<file path="src/rtl/uart_pkg.sv">
// Shared UART definitions: baud constants, frame widths and FSM encoding.
// Used by both the transmit and receive paths.
package uart_pkg;

  localparam int BAUD_END_SYN = 5207;
  localparam int BAUD_END_SIM = 28;
  localparam int BAUD_CNT_W   = 13;

  localparam int BIT_END   = 8;
  localparam int BIT_CNT_W = 4;

  typedef enum logic [2:0] {
    ST_IDLE   = 3'd0,
    ST_START  = 3'd1,
    ST_DATA   = 3'd2,
    ST_STOP   = 3'd3,
    ST_PARITY = 3'd4
  } uart_state_e;

  function automatic logic even_parity(input logic [7:0] d);
    return ^d;
  endfunction

endpackage

</file>
<file path="src/rtl/uart_baud_cnt.sv">
// Bit-period timer: counts 0..BAUD_END while enabled and flags the wrap.
// Held at zero while disabled so every bit period starts aligned.
module uart_baud_cnt
  import uart_pkg::*;
#(
  parameter int BAUD_END = BAUD_END_SYN
) (
  input  logic sclk,
  input  logic s_rst,
  input  logic enable,
  output logic bit_end
);

  localparam logic [BAUD_CNT_W-1:0] CNT_END = BAUD_CNT_W'(BAUD_END);

  logic [BAUD_CNT_W-1:0] cnt_q;
  logic [BAUD_CNT_W-1:0] cnt_d;
  logic                  wrap;

  always_comb begin
    wrap  = (cnt_q == CNT_END);
    cnt_d = cnt_q + 1'b1;
    if (!enable || wrap) begin
      cnt_d = '0;
    end
  end

  always_ff @(posedge sclk) begin
    if (s_rst) begin
      cnt_q <= '0;
    end else begin
      cnt_q <= cnt_d;
    end
  end

  assign bit_end = enable && wrap;

endmodule

</file>
<file path="src/rtl/uart_tx.sv">
// 8N1 UART transmitter, LSB first, with registered outputs.
// Optional even parity bit before the stop bit when UART_TX_PARITY_EN is defined.
module uart_tx
  import uart_pkg::*;
#(
  parameter int BAUD_END = BAUD_END_SYN
) (
  input  logic       sclk,
  input  logic       s_rst,
  input  logic [7:0] pi_data,
  input  logic       pi_flag,
  output logic       tx_busy,
  output logic       tx_done,
  output logic       rs232_tx
);

  localparam logic [BIT_CNT_W-1:0] BIT_LAST = BIT_CNT_W'(BIT_END - 1);

  uart_state_e          state_q, state_d;
  logic [BIT_CNT_W-1:0] bit_cnt_q, bit_cnt_d;
  logic [7:0]           data_q, data_d;
  logic                 tx_q, tx_d;
  logic                 busy_q, busy_d;
  logic                 done_q, done_d;
  logic                 baud_en;
  logic                 bit_end;

  assign baud_en = (state_q != ST_IDLE);

  uart_baud_cnt #(
    .BAUD_END(BAUD_END)
  ) u_baud_cnt (
    .sclk   (sclk),
    .s_rst  (s_rst),
    .enable (baud_en),
    .bit_end(bit_end)
  );

  always_comb begin
    state_d   = state_q;
    bit_cnt_d = bit_cnt_q;
    data_d    = data_q;
    done_d    = 1'b0;

    case (state_q)
      ST_IDLE: begin
        if (pi_flag) begin
          state_d   = ST_START;
          data_d    = pi_data;
          bit_cnt_d = '0;
        end
      end
      ST_START: begin
        if (bit_end) begin
          state_d   = ST_DATA;
          bit_cnt_d = '0;
        end
      end
      ST_DATA: begin
        if (bit_end) begin
          bit_cnt_d = bit_cnt_q + 1'b1;
          if (bit_cnt_q == BIT_LAST) begin
`ifdef UART_TX_PARITY_EN
            state_d = ST_PARITY;
`else
            state_d = ST_STOP;
`endif
          end
        end
      end
      ST_PARITY: begin
`ifdef UART_TX_PARITY_EN
        if (bit_end) begin
          state_d = ST_STOP;
        end
`else
        state_d = ST_IDLE;
`endif
      end
      ST_STOP: begin
        if (bit_end) begin
          state_d = ST_IDLE;
          done_d  = 1'b1;
        end
      end
      default: state_d = ST_IDLE;
    endcase

    // Outputs follow the next state so they appear one cycle after the decision.
    busy_d = (state_d != ST_IDLE);
    case (state_d)
      ST_START:  tx_d = 1'b0;
      ST_DATA:   tx_d = data_d[bit_cnt_d[2:0]];
      ST_PARITY: tx_d = even_parity(data_d);
      default:   tx_d = 1'b1;
    endcase
  end

  always_ff @(posedge sclk) begin
    if (s_rst) begin
      state_q   <= ST_IDLE;
      bit_cnt_q <= '0;
      data_q    <= '0;
      tx_q      <= 1'b1;
      busy_q    <= 1'b0;
      done_q    <= 1'b0;
    end else begin
      state_q   <= state_d;
      bit_cnt_q <= bit_cnt_d;
      data_q    <= data_d;
      tx_q      <= tx_d;
      busy_q    <= busy_d;
      done_q    <= done_d;
    end
  end

  assign rs232_tx = tx_q;
  assign tx_busy  = busy_q;
  assign tx_done  = done_q;

endmodule

</file>
<file path="config.mk">
export PLATFORM = sky130hd
export DESIGN_NAME = uart_tx
export DESIGN_NICKNAME = d
export VERILOG_FILES = /design/src/rtl/uart_pkg.sv /design/src/rtl/uart_baud_cnt.sv /design/src/rtl/uart_tx.sv
export SDC_FILE = /design/constraint.sdc
export NUM_CORES = 1
export LEC_CHECK = 0
export ABC_AREA = 1
export CORE_MARGIN = 2
export CORE_UTILIZATION = 55
export DETAILED_ROUTE_END_ITERATION = 8
export DONT_BUFFER_PORTS = 1
export PLACE_DENSITY = 0.71
export SYNTH_ARGS = -nofsm -noshare
export SYNTH_HDL_FRONTEND = slang
export SYNTH_HIERARCHICAL = 1
export SYNTH_SLANG_ARGS = --single-unit
export TNS_END_PERCENT = 100
</file>
<file path="constraint.sdc">
create_clock -name sclk -period 4.45 [get_ports sclk]
set_input_delay 0.445 -clock sclk [delete_from_list [all_inputs] [get_ports sclk]]
set_output_delay 0.445 -clock sclk [all_outputs]
set_load 0.005 [all_outputs]
</file>
-- Yosys cells after proc, flatten, opt, wreduce, memory -nomap -nowiden
Index checks and enable logic that the tools add are counted.
- flip-flop bits (word level): 31
- input port bits: 11
- output and inout bits: 3
- logic and storage cells: 50
- add/sub/neg operators: 2
- order comparisons: 1
- equal/unequal tests: 11
- multiplexer cells: 16
- bitwise logic cells: 1
- reduce and logical (&&, ||, !) cells: 11
- operators with widths (kind ; number):
    $mux W8 ; 2
    $mux W3 ; 5
    $add A13 B1 Y13 const B ; 1
    $eq A13 B13 Y1 const B ; 1
    $mux W4 ; 3
    $pmux W3 S4 ; 1
    $pmux W4 S3 ; 1
    $eq A3 B2 Y1 const B ; 3
    $reduce_bool A3 Y1 ; 3
    $reduce_xor A8 Y1 ; 1
    $eq A3 B1 Y1 const B ; 2
    $ne A2 B2 Y1 const B ; 3
    $add A4 B1 Y4 const B ; 1
    $eq A4 B3 Y1 const B ; 1
    $lt A3 B4 Y1 const B ; 1
    $reduce_and A4 Y1 ; 1
    $reduce_or A2 Y1 ; 2
    $bmux W1 S3 ; 1
    $eq A3 B3 Y1 const B ; 1
    $logic_not A3 Y1 ; 1
    $pmux W1 S3 ; 1
    $mux W1 ; 2
    $logic_and A1 B1 Y1 ; 1
    $logic_not A1 Y1 ; 1
    other kinds (2) ; 2

-- Longest topological paths before layout
- word-level depth: 7
- gate-level depth with buffers: 18
- mapped depth without buffers: 17

-- Hierarchy
The synthesis kept the hierarchy.
- modules (own cells, without submodules) (module ; times used ; cells each ; area an instance (um^2) ; seq. area each (um^2)):
    uart_tx ; 1 ; 151 ; 1049.8 ; 360.3
    uart_baud_cnt ; 1 ; 97 ; 663.1 ; 260.2

-- Worst setup path after synthesis
No wires, ideal clock.
- kind: flip-flop to flip-flop
- from: register u_baud_cnt.cnt_q[0]
- to: register tx_q, in the netlist rs232_tx
- library setup time: 122 ps
- data arrival time: 2037 ps
- required time: 4328 ps
- setup slack: 2291 ps
- stages on the path, launching flop included: 18
- buffers on the path: 1
- period minus slack after synthesis: 2159 ps
- cells stage by stage: dfxtp_1 -> ha_1 -> nand2_1 -> nor2_1 -> nand3_1 -> nor2_1 -> buf_2 -> inv_1 -> ha_1 -> nand3b_1 -> nand2_1 -> inv_2 -> nand2_2 -> nand2_1 -> nand3_1 -> nand3_1 -> nand3_1 -> nand3_1
- cells in the longest elaborated chain, start to end: 7
- elaborated cells between the ends (all ways): 15
- those cells by class: 4 x eq/ne; 10 x mux; 1 x reduce/logical
- RTL lines (element ; line ; RTL):
    from (decl) ; uart_baud_cnt.sv:16 ; logic [BAUD_CNT_W-1:0] cnt_q;
    from (signal assigned) ; uart_baud_cnt.sv:32 ; cnt_q <= cnt_d;
    $eq A13 B13 Y1 (*) ; uart_baud_cnt.sv:21 ; wrap = (cnt_q == CNT_END);
    $logic_and A1 B1 Y1 (*) ; uart_baud_cnt.sv:36 ; assign bit_end = enable && wrap;
    named net bit_end ; uart_tx.sv:26 ; logic bit_end;
    $mux W4, on equally long branches ; uart_tx.sv:60, uart_tx.sv:54 ;
    $pmux W4 S3 ; uart_tx.sv:45 ; case (state_q)
    $bmux W1 S3 ; uart_tx.sv:93 ; ST_DATA: tx_d = data_d[bit_cnt_d[2:0]];
    $mux W1 (implied by the code) ; uart_tx.sv:93 ;
    $pmux W1 S3 (*) ; uart_tx.sv:91 ; case (state_d)
    to (signal assigned) ; uart_tx.sv:111 ; tx_q <= tx_d;
    to (decl) ; uart_tx.sv:22 ; logic tx_q, tx_d;
The timed path passes the listed nets; every way through them passes the cells marked *. The select of a mux whose other input is x is not followed.
A chain may end at the register's enable or synchronous reset.

-- Worst setup path after layout
Same ends and word-level chain as after synthesis.

==> results.yml <==
run_status:
  status: "complete, no violations"
global_route:
  grt_max_degree: 19
  antenna_found_initial: 0
  grt_overflow: 0
  grt_pass1_vias: 1208
  grt_pass1_wl_mm: 5.27
  grt.total_usage_pct: 20.1
synthesis:
  synth_warnings: 6
  synthCells: 248
  syn_area_um2: 1710
  avgSynthCellArea_um2: 6.91
  ys_async_sr_fraction_pct: 0
  synth-compound-area-share_pct: 7.67
  synthSimpleGateAreaFrac_pct: 39.4
  synth_top_flop_cell: "dfxtp_1"
  synth_fp_nets: 262
  synth_cell_types: 30
  synth_xor_area_share_pct: 3.58
  synth_mux_area_share_pct: 0
  yosys.area_share.adder_pct: 2.19
  ys_ff_latch: 31
  synth_enable_flop_cells: 0
  synth_top_family_by_area: "simple AND/OR/NAND/NOR gates"
  yosysSeqAreaShare_pct: 36.2
power_and_ir_drop:
  power_leakage_nw: 0.743
  ir_drop_mv: 0.145
  power_density_nw_per_um2: 279
route:
  ant_nets: 0
  wl_met3_um: 173
  avgRoutedWirePerCell_um: 11.3
  wl_met2_mm: 1.29
  wl_met1_mm: 1.67
  drc: 0
  drtIter0Drc: 50
  num_vias: 1452
  top_layer: "met4"
  viasPerCell: 5.13
  firstDrtPassIters: 4
  wl_mm: 3.20
setup_path:
  endpoint: "rs232_tx$_SDFF_PP1_"
  crit_required_ns: 4.69
  r2r_start: "u_baud_cnt/cnt_q[0]$_SDFF_PP0_"
  critPathArrivalTime_ns: 2.82
  end_kind: "flop"
  r2r_cells: 16
  r2r-end: "rs232_tx$_SDFF_PP1_"
  r2r_setup_slack_ns: 1.87
  path_max_fanout: 9
  startpoint_type: "flop"
  startpoint: "u_baud_cnt/cnt_q[0]$_SDFF_PP0_"
  path_class: "reg -> reg"
floorplan:
  pin_count: 14
  dieArea_um2: 3580
  floorplan.initialDensity_pct: 57.0
  core_um2: 3000
  chipWidth_um: 59.8
  die_y_um: 59.8
  rows: 20
layout:
  layout_common_cells: "nand2_1, inv_1, nor2_1"
  diodes: 0
  drive_gt1_share_pct: 12.0
  mostFrequentLayoutCell: "nand2_1"
  syn_to_final_growth_pct: 3.65
  nets: 264
  fin_cells: 283
clocking:
  numCtsBuffers: 5
  clkTransAtPathRegs_ns: 0.10
  htreeDepth: 2
  clk_path_buf_depth: 2
  clkLatencyLatePin_ns: 0.34
  cts_hold_buffers: 0
  cts.sinks: 31
  postCtsSetupBuffers: 0
  cts_tree: "built"
  root_buffer: "clkbuf_4"
  post_cts_resized: 0
sta:
  setup_tns_ns: 0
  fin_crit_sh_pct: 58.0
  slew_headroom_pct: 66.7
  whs_ns: 0.159
  grt_setup_unrepaired: "false"
  max_freq_mhz: 387
  skew_ns: 0.0121
  hold_violations: 0
  finalCriticalPeriod_ns: 2.58
  setup_viol: 0
  final_max_slew_viol_count: 0
  worstMarginPinSlew_ns: 0.497
placed_design:
  dp_hpwl_mm: 2.34
  place_inst: 276
  place_congestion: 0.816
  portBuffers: 0
hold_path:
  hold_class: "in -> reg"
  hold_depth: 1
job:
  maxCapViolCount: 0
-- sequential cells by signal, summed over array words and instances, names as in the netlist --
| signal | flops |
|---|---|
| bit_cnt_q | 4 |
| data_q | 8 |
| rs232_tx | 1 |
| state_q | 3 |
| tx_busy | 1 |
| tx_done | 1 |
| u_baud_cnt/cnt_q | 13 |
-- cell usage after synthesis (3+ instances only) --
cell,n,area (um2)
nand4_1,8,50.1
o21ai_2,3,26.3
nand3_1,24,120
nor2_1,32,120
nand2_2,7,43.8
dfxtp_1,31,621
nor2_4,3,33.8
inv_2,3,11.3
a21oi_1,14,70.1
inv_1,34,128
ha_1,3,37.5
nand2_1,57,214
xor2_1,5,43.8
-- worst max-delay path: stages (launching register included) --
cell,delay (ns)
dfxtp_1,0.38
ha_1,0.23
nand2_1,0.06
nor2_1,0.10
nand3_1,0.11
nor2_1,0.41
inv_1,0.18
ha_1,0.30
nand3b_1,0.15
nand2_1,0.08
inv_2,0.06
nand2_2,0.09
nand2_1,0.05
nand3_1,0.06
nand3_1,0.07
nand3_1,0.08
nand3_1,0.06
-- power breakdown --
part	internal [mW]	switching, mW	total [mW]	leakage (nW)
registers	0.284	0.00504	0.289	0.252
logic	0.0135	0.0237	0.0372	0.457
clock network	0.0730	0.0951	0.168	0.0341
total	0.371	0.124	0.495	0.743
-- routing by layer --
layer	global-route usage [%]	vias up
met2	28.6	31
met1	27.0	631
met4	9.84	0
met3	6.71	6
li1	-	784
met5	0	-
-- how the worst min path moves through the flow --
stage	slack, ns	startpoint	end
after detailed placement	0.46	data_q[4]$_SDFF_PP0_	data_q[4]$_SDFF_PP0_
after global placement	0.45	u_baud_cnt/cnt_q[0]$_SDFF_PP0_	u_baud_cnt/cnt_q[0]$_SDFF_PP0_
after CTS	0.15	s_rst	bit_cnt_q[0]$_SDFF_PP0_
after global routing	0.15	s_rst	data_q[6]$_SDFF_PP0_
final	0.16	s_rst	bit_cnt_q[0]$_SDFF_PP0_
after floorplan	0.43	u_baud_cnt/cnt_q[0]$_SDFF_PP0_	u_baud_cnt/cnt_q[0]$_SDFF_PP0_
-- cell families after synthesis --
logic type / Yosys count
adders and majority gates: 3
DFF: 31
xor gates and xnor gates: 7
buffers and inverters: 43
AOI/OAI and AO/OA: 23
and+or+nand+nor: 140
other: 1
-- layout make-up --
class | instances | area, um2
fillers | 299 | 1230
inverters | 38 | 148
clock inverters | 1 | 5.00
multi-input cells | 174 | 910
clock buffers | 6 | 51.3
well taps | 33 | 41.3
flip-flops and latches | 31 | 621
-- metrics by stage --
stage	setup WS (ns)	utilization (%)	power (mW)	area (um2)
after floorplan	2.29	-	0.330	1710
after global placement	1.95	57.3	0.333	1720
after detailed placement	1.87	57.3	0.333	1720
after CTS	1.87	59.1	0.499	1780
after global routing	1.54	59.1	0.513	1780
final	1.87	59.1	0.495	1780
No activity file was read; power rests on OpenSTA's default activity.
